==> config.mk <==
export PLATFORM = sky130hd
export DESIGN_NAME = mdll_jm_ctrl
export DESIGN_NICKNAME = d
export VERILOG_FILES = /design/src/rtl/mdll_jm_ctrl.sv
export SDC_FILE = /design/constraint.sdc
export NUM_CORES = 1
export LEC_CHECK = 0
export ABC_AREA = 1
export CORE_MARGIN = 3
export CORE_UTILIZATION = 30
export DETAILED_ROUTE_END_ITERATION = 12
export GPL_TIMING_DRIVEN = 0
export PLACE_DENSITY = 0.51
export SLEW_MARGIN = 20
export SYNTH_ARGS = -nofsm -noshare
export SYNTH_HDL_FRONTEND = slang
export SYNTH_SLANG_ARGS = --single-unit
==> constraint.sdc <==
create_clock -name clk -period 11.3 [get_ports clk]
set_input_delay 2.825 -clock clk [delete_from_list [all_inputs] [get_ports clk]]
set_output_delay 2.825 -clock clk [all_outputs]
set_load 0.02 [all_outputs]
==> src/rtl/mdll_jm_ctrl.sv <==
// MDLL jitter-measurement controller: waits for mtune to settle, then runs
// nmeas timed en_jm windows and hands each captured jm_out to a consumer.
module mdll_jm_ctrl (
    input  logic        clk,
    input  logic        rstb,
    input  logic        start,
    input  logic [5:0]  ncycle_cfg,
    input  logic [3:0]  nmeas_cfg,
    input  logic [3:0]  lock_win,
    input  logic [7:0]  lock_cnt_cfg,
    input  logic [12:0] lf_out,
    input  logic [19:0] jm_out,
    input  logic        result_ready,
    output logic        en_jm,
    output logic [5:0]  ncycle_jm,
    output logic        locked,
    output logic        busy,
    output logic        result_valid,
    output logic [19:0] result,
    output logic [3:0]  meas_idx,
    output logic        err_timeout,
    output logic        lock_lost
);

    typedef enum logic [2:0] {
        IDLE, LOCK_WAIT, MEAS, SETTLE, CAPTURE, HOLD, ERR
    } state_t;

    state_t      state;
    logic [6:0]  mtune;
    logic [6:0]  ref_mtune;
    logic [7:0]  dev;
    logic [7:0]  run_cnt;
    logic [7:0]  meas_cnt;
    logic [15:0] to_cnt;
    logic [3:0]  nmeas_q;
    logic        settle_cnt;
    logic        in_win;
    logic        lose;
    logic        unused_lf;

    assign mtune     = lf_out[12:6];
    assign unused_lf = ^lf_out[5:0];

    // Deviation is taken in 8 bits so the full 0..127 span never wraps.
    always_comb begin
        dev = 8'd0;
        if ({1'b0, mtune} >= {1'b0, ref_mtune}) begin
            dev = {1'b0, mtune} - {1'b0, ref_mtune};
        end else begin
            dev = {1'b0, ref_mtune} - {1'b0, mtune};
        end
        in_win = (dev <= {4'b0000, lock_win});
        lose   = ((state == MEAS) || (state == SETTLE) || (state == HOLD)) && !in_win;
    end

    // Handshake: result is offered while result_valid=1 and is consumed on the
    // cycle where result_valid and result_ready are both high.
    always_ff @(posedge clk) begin
        if (!rstb) begin
            state        <= IDLE;
            en_jm        <= 1'b0;
            ncycle_jm    <= 6'd0;
            locked       <= 1'b0;
            busy         <= 1'b0;
            result_valid <= 1'b0;
            result       <= 20'd0;
            meas_idx     <= 4'd0;
            err_timeout  <= 1'b0;
            lock_lost    <= 1'b0;
            ref_mtune    <= 7'd0;
            run_cnt      <= 8'd0;
            meas_cnt     <= 8'd0;
            to_cnt       <= 16'd0;
            nmeas_q      <= 4'd0;
            settle_cnt   <= 1'b0;
        end else if (lose) begin
            // Lock loss wins over a same-cycle handshake; that result is dropped.
            state        <= LOCK_WAIT;
            lock_lost    <= 1'b1;
            locked       <= 1'b0;
            en_jm        <= 1'b0;
            result_valid <= 1'b0;
            run_cnt      <= 8'd0;
            to_cnt       <= 16'd0;
            ref_mtune    <= mtune;
        end else begin
            case (state)
                IDLE, ERR: begin
                    if (start) begin
                        ncycle_jm   <= ncycle_cfg;
                        nmeas_q     <= nmeas_cfg;
                        err_timeout <= 1'b0;
                        lock_lost   <= 1'b0;
                        meas_idx    <= 4'd0;
                        ref_mtune   <= mtune;
                        run_cnt     <= 8'd0;
                        to_cnt      <= 16'd0;
                        busy        <= 1'b1;
                        state       <= LOCK_WAIT;
                    end
                end
                LOCK_WAIT: begin
                    to_cnt <= to_cnt + 16'd1;
                    if (in_win) begin
                        if (run_cnt != 8'hFF) begin
                            run_cnt <= run_cnt + 8'd1;
                        end
                    end else begin
                        run_cnt   <= 8'd0;
                        ref_mtune <= mtune;
                    end
                    if (in_win && (run_cnt == lock_cnt_cfg)) begin
                        state    <= MEAS;
                        locked   <= 1'b1;
                        en_jm    <= 1'b1;
                        meas_cnt <= 8'd0;
                    end else if (to_cnt == 16'hFFFE) begin
                        // This edge makes the counter reach 65535.
                        state       <= ERR;
                        err_timeout <= 1'b1;
                        locked      <= 1'b0;
                        en_jm       <= 1'b0;
                    end
                end
                MEAS: begin
                    if (meas_cnt == {ncycle_jm, 2'b11}) begin
                        en_jm      <= 1'b0;
                        settle_cnt <= 1'b0;
                        state      <= SETTLE;
                    end else begin
                        meas_cnt <= meas_cnt + 8'd1;
                    end
                end
                SETTLE: begin
                    if (settle_cnt) begin
                        state <= CAPTURE;
                    end else begin
                        settle_cnt <= 1'b1;
                    end
                end
                CAPTURE: begin
                    result       <= jm_out;
                    result_valid <= 1'b1;
                    state        <= HOLD;
                end
                HOLD: begin
                    if (result_valid && result_ready) begin
                        result_valid <= 1'b0;
                        // nmeas_q of 0 wraps to 15 here, i.e. 16 measurements.
                        if (meas_idx == (nmeas_q - 4'd1)) begin
                            state  <= IDLE;
                            busy   <= 1'b0;
                            locked <= 1'b0;
                        end else begin
                            meas_idx <= meas_idx + 4'd1;
                            en_jm    <= 1'b1;
                            meas_cnt <= 8'd0;
                            state    <= MEAS;
                        end
                    end
                end
                default: begin
                    state <= IDLE;
                    busy  <= 1'b0;
                    en_jm <= 1'b0;
                end
            endcase
        end
    end

endmodule

=== Yosys cells after proc, flatten, opt, wreduce, memory -nomap -nowiden ===
Cells that the tools add are included.

* Word-level logic and storage cells: 144
* Memories kept: 0
* Register bits after elaboration: 83
* Input bits: 59
* Bits in latches: 0
* Output and inout bits: 36
* Memory bits (read-only): 0
* Memory bits (writable): 0

* Divide/modulo/power cells: 0
* $lt $le $gt $ge: 2
* Shift-type cells: 0
* Reduce and logical (&&, ||, !) cells: 36
* $mul: 0
* Equal/unequal tests: 29
* Add/subtract/negate cells: 7
* Muxes and demuxes: 49
* Bitwise gates (word level): 4

{| class="wikitable"
|+ Operators with widths
! cell !! count
|-
| 8-bit 2-to-1 mux || 8
|-
| 16-bit one-hot mux with 2 select lines || 1
|-
| 5-bit AND reduction || 6
|-
| 8-bit one-hot mux with 3 select lines || 1
|-
| 7-bit 2-to-1 mux || 3
|-
| 3-bit 2-to-1 mux || 6
|-
| 3-bit one-hot mux with 6 select lines || 1
|-
| 16-bit by 1-bit adder with 16-bit output (second input constant) || 1
|-
| 8-bit by 1-bit adder with 8-bit output (second input constant) || 2
|-
| 16-bit == test (second input constant) || 1
|-
| 8-bit == test || 2
|-
| 16-bit 2-to-1 mux || 1
|-
| 8-bit one-hot mux with 2 select lines || 1
|-
| 7-bit by 7-bit subtractor with 8-bit output || 2
|-
| 1-bit 2-to-1 mux || 15
|-
| 3-bit inequality test (second input constant) || 5
|-
| 2-bit inequality test (second input constant) || 7
|-
| 7-bit one-hot mux with 2 select lines || 1
|-
| 2-bit nonzero test || 7
|-
| 4-bit 2-to-1 mux || 3
|-
| 3-bit AND reduction || 4
|-
| 3-bit == test (second input constant) || 3
|-
| 8-bit by 4-bit less-or-equal comparator with 1-bit output || 1
|-
| 8-bit inequality test (second input constant) || 1
|-
| 25 further kinds || 44
|}

=== Logic depth before layout (Yosys ltp) ===
* Word-level depth: 7
* Mapped depth: 24
* Depth with buffers taken out: 24

=== Worst setup path after synthesis ===
Ideal clock, no wire load.

* Path kind: input -> register
* Start: in lf_out[6]
* End: reg meas_cnt[0]
* Setup time: 0.132 ns
* Buffers on the path: 0
* Data arrival time: 5.524 ns
* Cell stages on the path: 20
* Path slack: 5.644 ns
* Required time: 11.168 ns
* Path through: inv_1 > ha_1 > inv_1 > fa_1 > nand2_1 > nand2_1 > nand2_1 > nand3_2 > o21ai_0 > xor2_1 > inv_1 > ha_1 > a21oi_1 > o21ai_0 > o21ai_1 > nand3_2 > nand2_2 > nand3_2 > nand2_1 > a21oi_1

* Cells in the longest elaborated chain, start to end: 7
* Elaborated cells on any way between the ends: 11
* Classes of those cells: 2 x add/sub; 2 x order compare; 1 x eq/ne; 1 x mux; 1 x bitwise; 4 x reduce/logical

{| class="wikitable"
|+ RTL lines
! item !! line !! RTL
|-
| start, declared || 11 || <nowiki>input logic [12:0] lf_out,</nowiki>
|-
| 7-bit by 7-bit subtractor with 8-bit output (tied with other cells) || 51 || <nowiki>dev = {1'b0, ref_mtune} - {1'b0, mtune};</nowiki>
|-
| 8-bit 2-to-1 mux (*) || 48 || <nowiki>if ({1'b0, mtune} >= {1'b0, ref_mtune}) begin</nowiki>
|-
| 8-bit by 4-bit less-or-equal comparator with 1-bit output (*) || 53 || <nowiki>in_win = (dev <= {4'b0000, lock_win});</nowiki>
|-
| parallel branches: the longest is 3 deep, another holds 2-bit inequality test || n/a ||
|-
| 6-bit AND reduction (no line) (*) || n/a ||
|-
| end signal, assigned || 132 || <nowiki>meas_cnt <= meas_cnt + 8'd1;</nowiki>
|-
| end, declared || 34 || <nowiki>logic [7:0] meas_cnt;</nowiki>
|}

Mark *: on every way between the ends.
A chain may end at the register's enable or synchronous reset.

=== Worst setup path after layout ===
* Start: in lf_out[6]
* End: reg meas_cnt[3]

Same word-level chain as after synthesis.

==> run summary <==
Status: finished, final reports clean
Clock skew: 0.01002 ns
Core area: 16060 sq um
Met2 Routed Length: 5695 um
Net Count, Synth: 836
Cell area after layout: 6424 sq um
Register bit count reported by yosys: 83
Clock root buffer master: clkbuf_16
Most frequent cells in the layout: 173 x nand2_1, 117 x nor2_1, 94 x inv_1, 88 x clkdlybuf4s50_1, 83 x dfxtp_1
Synthesis Warnings: 0
Routability Congestion: 0.8102
Commonest non-fill, non-tap cell in the layout: nand2_1
Max-cap violation count: 0
Top cells by area, synth: dfxtp_1 33%, nand2_1 13%, nor2_1 8.8%, inv_1 7.1%, ha_1 6.0%
Total GRT Usage: 15.17%
Post-Route WL: 13150 um
Cell accounting for the most synthesized area: dfxtp_1
Chip height: 134.7 um
M1 WL: 6454 um
R2R depth: 18
CP Capture Type: flop
H-Tree Depth: 3
Area grow syn2layout: 29.25%
Number of port buffers: 88
Vias/cell: 4.432
Sinks on Clock Net: 83
Number of synthesized flops with an enable pin: 0
Avg WL per Cell: 12.28 um
I/O pin count: 95
Die Width: 134.7 um
HPWL Detailed: 10080 um
Vias: 4747
Max Slew Vio Count: 0
Setup TNS: 0 ns
Final Cycle Share: 56.85%
Full die area: 18150 sq um
Antenna viol nets, final: 0
Critical R2R Capture: meas_cnt[3]
Postcts setup bufs: 0
Static Leakage: 2.682 nW
Drt first pass iters: 5
Synth Cell Area: 4970 sq um
Register area share after synthesis: 33.43%
Row cnt: 46
Initial Util: 30.95%
Fmax: 0.1557 GHz
Power consumption: 1.377 mW
PD cells: 214.4 nW/um^2
Setup violators final: 0
Top sig layer: met4
Slew headroom: 56.19%
Critical Path RT: 11.51 ns
Critical path peak fanout: 10
Post_cts resized: 0
Min-delay src: run_cnt[6]
First-pass GRT wire length: 22500 um
Largest net degree at the start of global routing: 16
DP Area: 6121 sq um
Minimum clock period: 6.424 ns
Count of cell types in the netlist: 40
Peak VDD IR: 93.74 uV
Share of cells above drive strength 1: 7.018%
Worst-Skew Late Latency: 0.34 ns
Synthesized instance count: 751
CTS tree: yes
HP Class: flop to flop
Antenna cells: 0
GRT overflow: 0
CP Launch Type: input port
FILL cells: 1715
Number of DRC markers in iteration 0: 192
Post-CTS Hold Buffers: 0
Clock Path Buffers: 2
Total CTS buffers: 9
Critical Path Start: lf_out[6]
DRC viols: 0
Area occupied by multi-input gates: 2845 sq um
Main synth FF type: dfxtp_1
Hold Vio Cnt, Final: 0
RSZ-0062 raised after global routing: no
Worst Setup EP: meas_cnt[3]
Syn avg cell area: 6.618 sq um
Worst Tran Pin Value: 0.6527 ns
Number of antenna violations at the first check in global routing: 0
Clk slew on worst S/H paths: 0.07 ns
Register area: 1662 sq um
Share of the synthesized area in the top cell type: 33.43%
Arr. time, crit path: 6.63 ns
Setup CP Type: input port to flop
RR Startpoint: ref_mtune[0]
Asr flop ratio synth: 0%
Met3 wire len: 874 um
Worst hold stages: 2
Layout Nets: 935
Reg2reg setup slack: 7.53 ns
Vias in the first global route: 4614
-- synth_stat cells (4+ instances only) --
cell type and number:
nand4_1 17, a21oi_1 49, clkbuf_1 12, nor2_1 117, xor2_1 9, or2_2 5, nand2_1 173, dfxtp_1 83
xnor2_1 12, ha_1 24, o21ai_0 44, a211oi_2 6, nand3_2 4, nand2_2 7, nand3_1 40, inv_2 10
inv_1 94, nor3_1 13
-- worst min path at each step --
stage / to
CTS: err_timeout
global route: run_cnt[6]
floorplan: run_cnt[6]
global placement: err_timeout
finish: run_cnt[6]
detailed placement: meas_cnt[7]
-- layout make-up --
| type | instances | area share [%] |
|---|---|---|
| well taps | 216 | 4.207 |
| clock buffers | 9 | 3.506 |
| clock inverters | 7 | 1.208 |
| flip-flops and latches | 83 | 25.87 |
| repair buffers | 88 | 13.71 |
| multi-input cells | 548 | 44.29 |
| plain buffers | 15 | 1.071 |
| inverters | 105 | 6.136 |
-- stage by stage --
stage	utilization (%)	setup slack [ns]	instances	hold WS [ns]
after floorplan	-	5.644	751	0.4389
after global placement	38.12	4.483	1055	0.4507
after detailed placement	38.12	4.504	1055	0.4591
after CTS	40.00	4.851	1071	0.4710
after global routing	40.00	4.390	1071	0.4895
final	40.00	4.876	1071	0.4687
-- cells by family (layout without fill, tap and decap cells) --
family	count (synthesis)	count (layout)	synth area share (%)
AO/OA/AOI/OAI	115	115	13.32
adder cells (fa/ha/maj)	26	26	6.848
XOR/XNOR	21	21	3.701
buffers and inverters	120	224	9.315
flip-flops	83	83	33.43
AND/OR/NAND/NOR	386	386	33.38
-- sequential cells by signal, summed over array words and instances, names as in the netlist --
register / flops
busy: 1
en_jm: 1
err_timeout: 1
lock_lost: 1
locked: 1
meas_cnt: 8
meas_idx: 4
ncycle_jm: 6
nmeas_q: 4
ref_mtune: 7
result: 20
result_valid: 1
run_cnt: 8
settle_cnt: 1
state: 3
to_cnt: 16
-- routing by layer --
metal / global-route usage [%] / up-vias
li1: - / 2601
met1: 20.60 / 2049
met2: 23.46 / 88
met3: 5.216 / 9
met4: 3.224 / 0
met5: 0 / -
-- where the power goes --
group	internal [mW]	leakage [nW]	switching (mW)
registers	0.352	0.676	0.0487
logic	0.247	1.86	0.428
clock network	0.173	0.146	0.129
-- critical path, stage by stage --
cell and delay [ns]:
clkdlybuf4s50_1 0.45, inv_1 0.07, ha_1 0.14, inv_1 0.07
fa_1 0.43, nand2_1 0.12, nand2_1 0.07, nand2_1 0.07
nand3_2 0.11, o21ai_0 0.23, xor2_1 0.16, inv_1 0.06
ha_1 0.29, nand2_1 0.07, o21ai_1 0.53, nand3_2 0.26
nand2_2 0.27, nand3_2 0.22, nand2_1 0.11, a21oi_1 0.06
No activity file was read; power rests on OpenSTA's default activity.
